--- config.mk ---
export PLATFORM = sky130hd
export DESIGN_NAME = synchronous_fifo
export DESIGN_NICKNAME = d
export VERILOG_FILES = /design/src/rtl/fifo_pkg.sv /design/src/rtl/fifo_ptr.sv /design/src/rtl/synchronous_fifo.sv
export SDC_FILE = /design/constraint.sdc
export NUM_CORES = 1
export LEC_CHECK = 0
export ABC_AREA = 1
export BUFFER_PORTS_ARGS = -buffer_cell sky130_fd_sc_hd__buf_2
export CAP_MARGIN = 20
export CORE_UTILIZATION = 45
export DETAILED_ROUTE_END_ITERATION = 6
export HOLD_SLACK_MARGIN = 0.15
export SYNTH_ARGS = -nofsm -noshare
export SYNTH_HDL_FRONTEND = slang
export SYNTH_HIERARCHICAL = 1
export SYNTH_SLANG_ARGS = --single-unit
--- constraint.sdc ---
create_clock -name clk -period 3.61 [get_ports clk]
set_input_delay 0.361 -clock clk [delete_from_list [all_inputs] [get_ports clk]]
set_output_delay 0.361 -clock clk [all_outputs]
set_load 0.1 [all_outputs]
--- src/rtl/fifo_pkg.sv ---
// Shared defaults and sizing helpers for the synchronous FIFO.
// Pointers carry one extra wrap bit above the storage index.
package fifo_pkg;

    localparam int FIFO_DEPTH      = 8;
    localparam int FIFO_DATA_WIDTH = 8;

    function automatic int ptr_width(input int depth);
        return $clog2(depth) + 1;
    endfunction

endpackage

--- src/rtl/fifo_ptr.sv ---
// Wrapping FIFO pointer: index in the low bits, wrap flag in the MSB.
// A plain binary increment rolls the index and toggles the wrap bit together.
module fifo_ptr #(
    parameter int PTR_W = 4
) (
    input  logic             clk,
    input  logic             rst_n,
    input  logic             inc,
    output logic [PTR_W-1:0] ptr
);

    logic [PTR_W-1:0] ptr_q;
    logic [PTR_W-1:0] ptr_d;

    always_comb begin
        ptr_d = ptr_q;
        if (inc) begin
            ptr_d = ptr_q + PTR_W'(1);
        end
    end

    always_ff @(posedge clk or negedge rst_n) begin
        if (!rst_n) begin
            ptr_q <= '0;
        end else begin
            ptr_q <= ptr_d;
        end
    end

    assign ptr = ptr_q;

endmodule

--- src/rtl/synchronous_fifo.sv ---
// Single-clock FIFO with first-word-fall-through output.
// Overflow writes and underflow reads are dropped; flags decode from registered pointers.
module synchronous_fifo
    import fifo_pkg::*;
#(
    parameter int DEPTH      = FIFO_DEPTH,
    parameter int DATA_WIDTH = FIFO_DATA_WIDTH
) (
    input  logic                  clk,
    input  logic                  rst_n,
    input  logic                  w_en,
    input  logic                  r_en,
    input  logic [DATA_WIDTH-1:0] data_in,
    output logic [DATA_WIDTH-1:0] data_out,
    output logic                  full,
    output logic                  empty
);

    localparam int PTR_W = ptr_width(DEPTH);
    localparam int IDX_W = PTR_W - 1;

    logic [PTR_W-1:0]      wr_ptr;
    logic [PTR_W-1:0]      rd_ptr;
    logic [IDX_W-1:0]      wr_idx;
    logic [IDX_W-1:0]      rd_idx;
    logic                  wr_fire;
    logic                  rd_fire;
    logic [DATA_WIDTH-1:0] mem_q [DEPTH];

    assign wr_idx = wr_ptr[IDX_W-1:0];
    assign rd_idx = rd_ptr[IDX_W-1:0];

    // Gating uses the pre-edge flags, so full+read+write pops only.
    assign wr_fire = w_en & ~full;
    assign rd_fire = r_en & ~empty;

    fifo_ptr #(.PTR_W(PTR_W)) u_wr_ptr (
        .clk   (clk),
        .rst_n (rst_n),
        .inc   (wr_fire),
        .ptr   (wr_ptr)
    );

    fifo_ptr #(.PTR_W(PTR_W)) u_rd_ptr (
        .clk   (clk),
        .rst_n (rst_n),
        .inc   (rd_fire),
        .ptr   (rd_ptr)
    );

    // Storage is deliberately not reset; empty masks stale contents.
    always_ff @(posedge clk) begin
        if (wr_fire) begin
            mem_q[wr_idx] <= data_in;
        end
    end

    assign empty    = (wr_ptr == rd_ptr);
    assign full     = (wr_idx == rd_idx) && (wr_ptr[IDX_W] != rd_ptr[IDX_W]);
    assign data_out = empty ? '0 : mem_q[rd_idx];

endmodule

==> flow_metrics.py, run 1 <==
metrics = {
    "setup_path": {
        "worst-path-max-fanout": 37,
        "worst_setup_path_end_kind": "output port",
        "worstPathArrival_ns": 2.41,
        "worstSetupPathType": "register to output port",
        "cp-start-kind": "register",
        "required_ns": 3.25,
    },
    "clock_network": {
        "cts_buffers": 9,
        "worstSkewPairLatency_ns": 0.34,
        "clk_path_buf_depth": 2,
        "root_buffer": "clkbuf_8",
        "cts_tree": "built",
        "clk_pin_slew_worst_paths_ns": 0.08,
        "h-tree-depth": 3,
        "cts.sinks": 72,
    },
    "placement": {
        "io_buffer_count": 21,
        "gp_congestion": 0.795,
        "dp_cells": 421,
        "dp_hpwl_um": 4090,
    },
    "yosys": {
        "synth-edff-count": 64,
        "synth-seq-area-share_pct": 67.4,
        "synth_fp_nets": 326,
        "syn-cell-area_um2": 3150,
        "synth.distinct_cells": 16,
        "syn_inst": 312,
        "synth_top_family_by_area": "simple AND/OR/NAND/NOR gates",
        "synth-seq-cells": 72,
        "yosys_warnings": 6,
        "synth_compound_area_share_pct": 4.61,
        "synthAdderAreaFrac_pct": 0.795,
        "synth_mux_area_share_pct": 0,
        "ys_async_sr_fraction_pct": 11.1,
        "ys.flop_type": "edfxtp_1",
        "synthSimpleGateAreaFrac_pct": 20.1,
        "synth_xor_area_share_pct": 1.11,
        "syn-mean-instance-area_um2": 10.1,
    },
    "detailed_routing": {
        "drt_wl_total_um": 6130,
        "first_iter_violations": 136,
        "antenna_left": 0,
        "wl_per_cell_um": 14.0,
        "vias": 2072,
        "via_per_inst": 4.74,
        "drc": 0,
        "firstDrtPassIters": 4,
    },
    "sta": {
        "finalCriticalPeriod_ns": 2.77,
        "fmax_mhz": 361,
        "hold_ws_ns": 0.318,
        "fin_crit_sh_pct": 76.7,
        "finalSetupViolCount": 0,
        "tightest_slew_ns": 0.781,
        "rsz0062_at_grt": "false",
        "finalSetupTns_ns": 0,
        "maxSlewHeadroom_pct": 47.8,
        "clock_skew_ns": 0.00990,
        "drv_slew": 0,
        "hold_viol": 0,
    },
    "cells_and_area": {
        "nNetsFinal": 351,
        "stdcell_count": 437,
        "drive_gt1_share_pct": 12.3,
        "antenna_cells": 0,
        "final_common_cell": "nand2_1",
        "area_delta_synth_final_pct": 12.9,
        "layout_common_cells": "nand2_1, edfxtp_1, nor2_1",
    },
    "die": {
        "die_area_um2": 7340,
        "ios": 22,
        "core_um2": 6790,
        "rows": 30,
        "die_w_um": 85.7,
        "die_h_um": 85.7,
        "initial_core_util_pct": 46.4,
    },
    "global_routing": {
        "grt_max_degree": 38,
        "antenna_found_initial": 0,
        "met3_usage_pct": 3.56,
        "track_usage_pct": 19.2,
        "grt_pass1_wl_um": 10400,
        "grt_use_met1_pct": 27.3,
        "grtUsageMet2_pct": 28.7,
        "grt_overflow": 0,
        "grt_busiest_layer": "met2",
        "grt_pass1_vias": 2053,
    },
    "hold_path": {
        "hold_class": "input pin to register",
    },
    "flow_run": {
        "cap_violations": 0,
    },
    "status": {
        "status": "complete, no violations",
    },
}
area by class of cell:
type                       instances  area, um2
clock buffer                       9        124
clock inverter                     6       85.1
fill                             621       3240
inverter                          36        135
multi-input combinational        194        840
sequential                        72       2120
tap                               96        120
timing repair buffer              24        130
logic make-up (layout without fill, tap and decap cells):
family,Yosys count,after routing
flip-flops,72,72
adder cells (fa/ha/maj),2,2
buffers and inverters,46,75
AND/OR/NAND/NOR,159,159
XOR/XNOR,4,4
AO/OA/AOI/OAI,29,29
layer usage:
metal / part of all wire [%] / routed length (um)
met3: 5.5 / 340
met2: 44 / 2670
met5: 0 / 0
met4: 1.8 / 109
met1: 49 / 3010
registers in the layout, indices dropped and copies added (netlist names):
| name | cells |
|---|---|
| mem_q | 64 |
| u_rd_ptr/ptr | 4 |
| u_wr_ptr/ptr | 4 |
cells in the mapped netlist (3+ instances only):
library cell / number / area, um2
inv_2: 3 / 11.3
nand2_1: 80 / 300
o21ai_0: 26 / 130
nand3_1: 24 / 120
nor2_1: 52 / 195
xor2_1: 4 / 35.0
edfxtp_1: 64 / 1920
dfrtp_1: 8 / 200
inv_1: 33 / 124
buf_2: 9 / 45.0
worst paths after layout:
path,start,end,slack (ns),depth (start not counted)
worst max-delay path,u_rd_ptr/ptr[0],data_out[1],0.84,8
worst min-delay path,data_in[5],mem_q[2][5],0.32,1
worst max register to register,u_rd_ptr/ptr[0],mem_q[3][1],1.12,7
worst min register to register,u_wr_ptr/ptr[3],u_wr_ptr/ptr[3],0.54,2
max in group asynchronous,rst_n,u_wr_ptr/ptr[2],3.03,2
min in group asynchronous,rst_n,u_rd_ptr/ptr[2],0.41,2
timing repair:
| item | 4_1_cts | 5_1_grt |
|---|---|---|
| buffers inserted | 0 | 0 |
| resized for setup | 0 | 0 |
| hold buffers | 1 | 0 |
| endpoints found under the hold margin | 8 | 0 |
stage by stage:
stage,setup slack (ns),cell area (um2),utilization [%]
after global routing,0.620,3560,52.3
after CTS,0.822,3560,52.3
after global placement,1.15,3340,49.1
after detailed placement,1.11,3340,49.1
after floorplan,0.961,3150,-
final,0.840,3560,52.3
critical path, stage by stage, from the launching register on:
cell and delay, ns:
dfrtp_1 0.32, buf_4 0.32, inv_2 0.31, nand2_1 0.16, a21oi_1 0.09, nand2_2 0.17, nand2_1 0.11, nor2_1 0.12
buf_2 0.44
Power of run 1 is left out: the tool's default activity adds up to more than one toggle a clock period on the data nets, which glitch-free logic cannot reach.
==> run 2: changes to the inputs <==
- ABC_AREA: 1 -> 0
- clock period: 3.61 -> 2.5 ns (I/O delays scaled with it)
==> run 2 against run 1 <==
Compared with the run above: the run now ends with DRC left; register-to-register slack worse by 0.52 ns; non-clock buffer count is 9 higher; via count is 23% lower; synthesized cell count is 43% lower; worst hold slack worse by 0.15 ns; sequential cell count stayed put; clock skew hardly changed.
==> flow_metrics.py, run 2 <==
metrics = {
    "die": {
        "initial_core_util_pct": 47.1,
        "core_um2": 6420,
        "die_h_um": 84.0,
        "ios": 22,
        "die_area_um2": 7060,
        "die_w_um": 84.0,
        "rows": 29,
    },
    "status": {
        "status": "finished with violations",
        "failed_checks": "DRC",
    },
    "detailed_routing": {
        "drc": 5,
        "first_iter_violations": 105,
        "vias": 1598,
        "wl_per_cell_um": 18.5,
        "via_per_inst": 5.44,
        "antenna_left": 0,
        "drt_wl_total_um": 5430,
        "firstDrtPassIters": 6,
    },
    "yosys": {
        "ys_async_sr_fraction_pct": 11.1,
        "syn-mean-instance-area_um2": 17.1,
        "yosysMostFrequentCell": "edfxtp_1",
        "yosysTopAreaCell": "edfxtp_1",
        "synth-seq-cells": 72,
        "synth.distinct_cells": 29,
        "synth-seq-area-share_pct": 70.1,
        "synth-edff-count": 64,
        "synth_fp_nets": 191,
        "ys.flop_type": "edfxtp_1",
        "yosys.area.top_type_share_pct": 63.5,
        "synthTopCellsByArea": "edfxtp_1, mux2i_1, dfrtp_1, a22oi_1, xnor2_1",
        "syn_inst": 177,
        "yosys_warnings": 6,
        "synth_commonest_cells": "edfxtp_1, mux2i_1, a22oi_1",
        "syn-cell-area_um2": 3030,
    },
    "placement": {
        "io_buffer_count": 21,
        "dp_hpwl_um": 3520,
        "gp_congestion": 0.797,
    },
    "cells_and_area": {
        "nNetsFinal": 226,
        "area_delta_synth_final_pct": 17.9,
        "final_common_cell": "edfxtp_1",
        "drive_gt1_share_pct": 25.3,
        "layout_common_cells": "edfxtp_1, mux2i_1, a22oi_1",
        "regMostFlops": "mem_q",
        "antenna_cells": 0,
        "nFillCells": 504,
        "multi_input_area_um2": 813,
        "seq_area_um2": 2120,
        "largest_reg_flops": 64,
    },
    "global_routing": {
        "grt_pass1_vias": 1666,
        "track_usage_pct": 17.0,
        "antenna_found_initial": 0,
        "grt_max_degree": 33,
        "grt_pass1_wl_um": 8630,
        "grt_overflow": 0,
    },
    "hold_path": {
        "hold_class": "input pin to register",
        "worstHoldEndpoint": "mem_q[3][6]",
        "holdPathStages": 1,
        "hold_path.startpoint": "data_in[6]",
    },
    "flow_run": {
        "cap_violations": 0,
    },
    "sta": {
        "hold_viol": 0,
        "finalSetupViolCount": 0,
        "hold_ws_ns": 0.172,
        "finalSetupTns_ns": 0,
        "fin_crit_sh_pct": 89.1,
        "tightest_slew_ns": 0.509,
        "fmax_mhz": 449,
        "rsz0062_at_grt": "false",
        "clock_skew_ns": 0.00995,
        "drv_slew": 0,
        "finalCriticalPeriod_ns": 2.23,
        "maxSlewHeadroom_pct": 66.1,
    },
    "clock_network": {
        "root_buffer": "clkbuf_8",
        "cts_setup_buffers": 0,
        "cts_buffers": 9,
        "holdBufCountCts": 1,
        "h-tree-depth": 3,
        "cts.sinks": 72,
        "ctsResizeCount": 0,
        "cts_tree": "built",
        "clk_pin_slew_worst_paths_ns": 0.07,
        "clk_path_buf_depth": 2,
        "worstSkewPairLatency_ns": 0.34,
    },
    "setup_path": {
        "cp-start-kind": "register",
        "required_ns": 2.25,
        "timing.rr.end": "u_rd_ptr/ptr[1]",
        "worst_setup_path_end_kind": "output port",
        "worst-r2r-setup-slack_ns": 0.60,
        "worstSetupPathType": "register to output port",
        "r2r_start": "u_wr_ptr/ptr[1]",
        "crit_path_start": "u_wr_ptr/ptr[1]",
        "worst-path-max-fanout": 10,
        "rr_worst_depth": 4,
        "worstPathArrival_ns": 1.98,
    },
}
## run 2: how the worst max path moves through the flow
stage	to	slack [ns]	cells past startpoint
after floorplan	mem_q[3][0]	0.39	5
after global placement	data_out[4]	0.68	4
after detailed placement	u_rd_ptr/ptr[1]	0.60	4
after CTS	data_out[4]	0.24	4
after global routing	data_out[7]	0.12	4
final	data_out[4]	0.27	4
## run 2: critical path, stage by stage, from the launching register on
cell,delay [ns]
dfrtp_1,0.49
xnor2_1,0.30
nand4_2,0.37
and3_1,0.31
buf_12,0.17
## run 2: cells by family after synthesis
group	Yosys count	share of synthesized area, %
flip-flops	72	70.1
multiplexers	34	11.3
AND/OR/NAND/NOR	32	7.61
AO/OA/AOI/OAI	16	3.97
buffers and inverters	11	2.98
XOR/XNOR	10	3.14
adder cells (fa/ha/maj)	2	0.827
## run 2: cell type report
type,instances,area share [%]
Clock buffer,13,4.46
Clock inverter,3,0.526
Inverter,2,0.281
Multi-Input combinational cell,94,22.8
Sequential cell,72,59.5
Tap cell,77,2.70
Timing Repair Buffer,33,9.68
## run 2: per-stage QoR
stage	setup slack (ns)	area (um2)	utilization (%)	std cells
after CTS	0.241	3570	55.5	294
final	0.273	3570	55.5	294
after floorplan	0.389	3030	-	177
after global placement	0.679	3380	52.6	277
after detailed placement	0.596	3380	52.6	277
after global routing	0.116	3570	55.5	294
## run 2: layer usage
metal / track usage [%] / vias to the layer above / part of all wire (%)
li1: - / 762 / -
met1: 21.5 / 798 / 45
met2: 27.6 / 28 / 50
met3: 3.46 / 10 / 2.8
met4: 9.40 / 0 / 2.3
met5: 0 / - / 0
Power of run 2 is left out for the same reason.
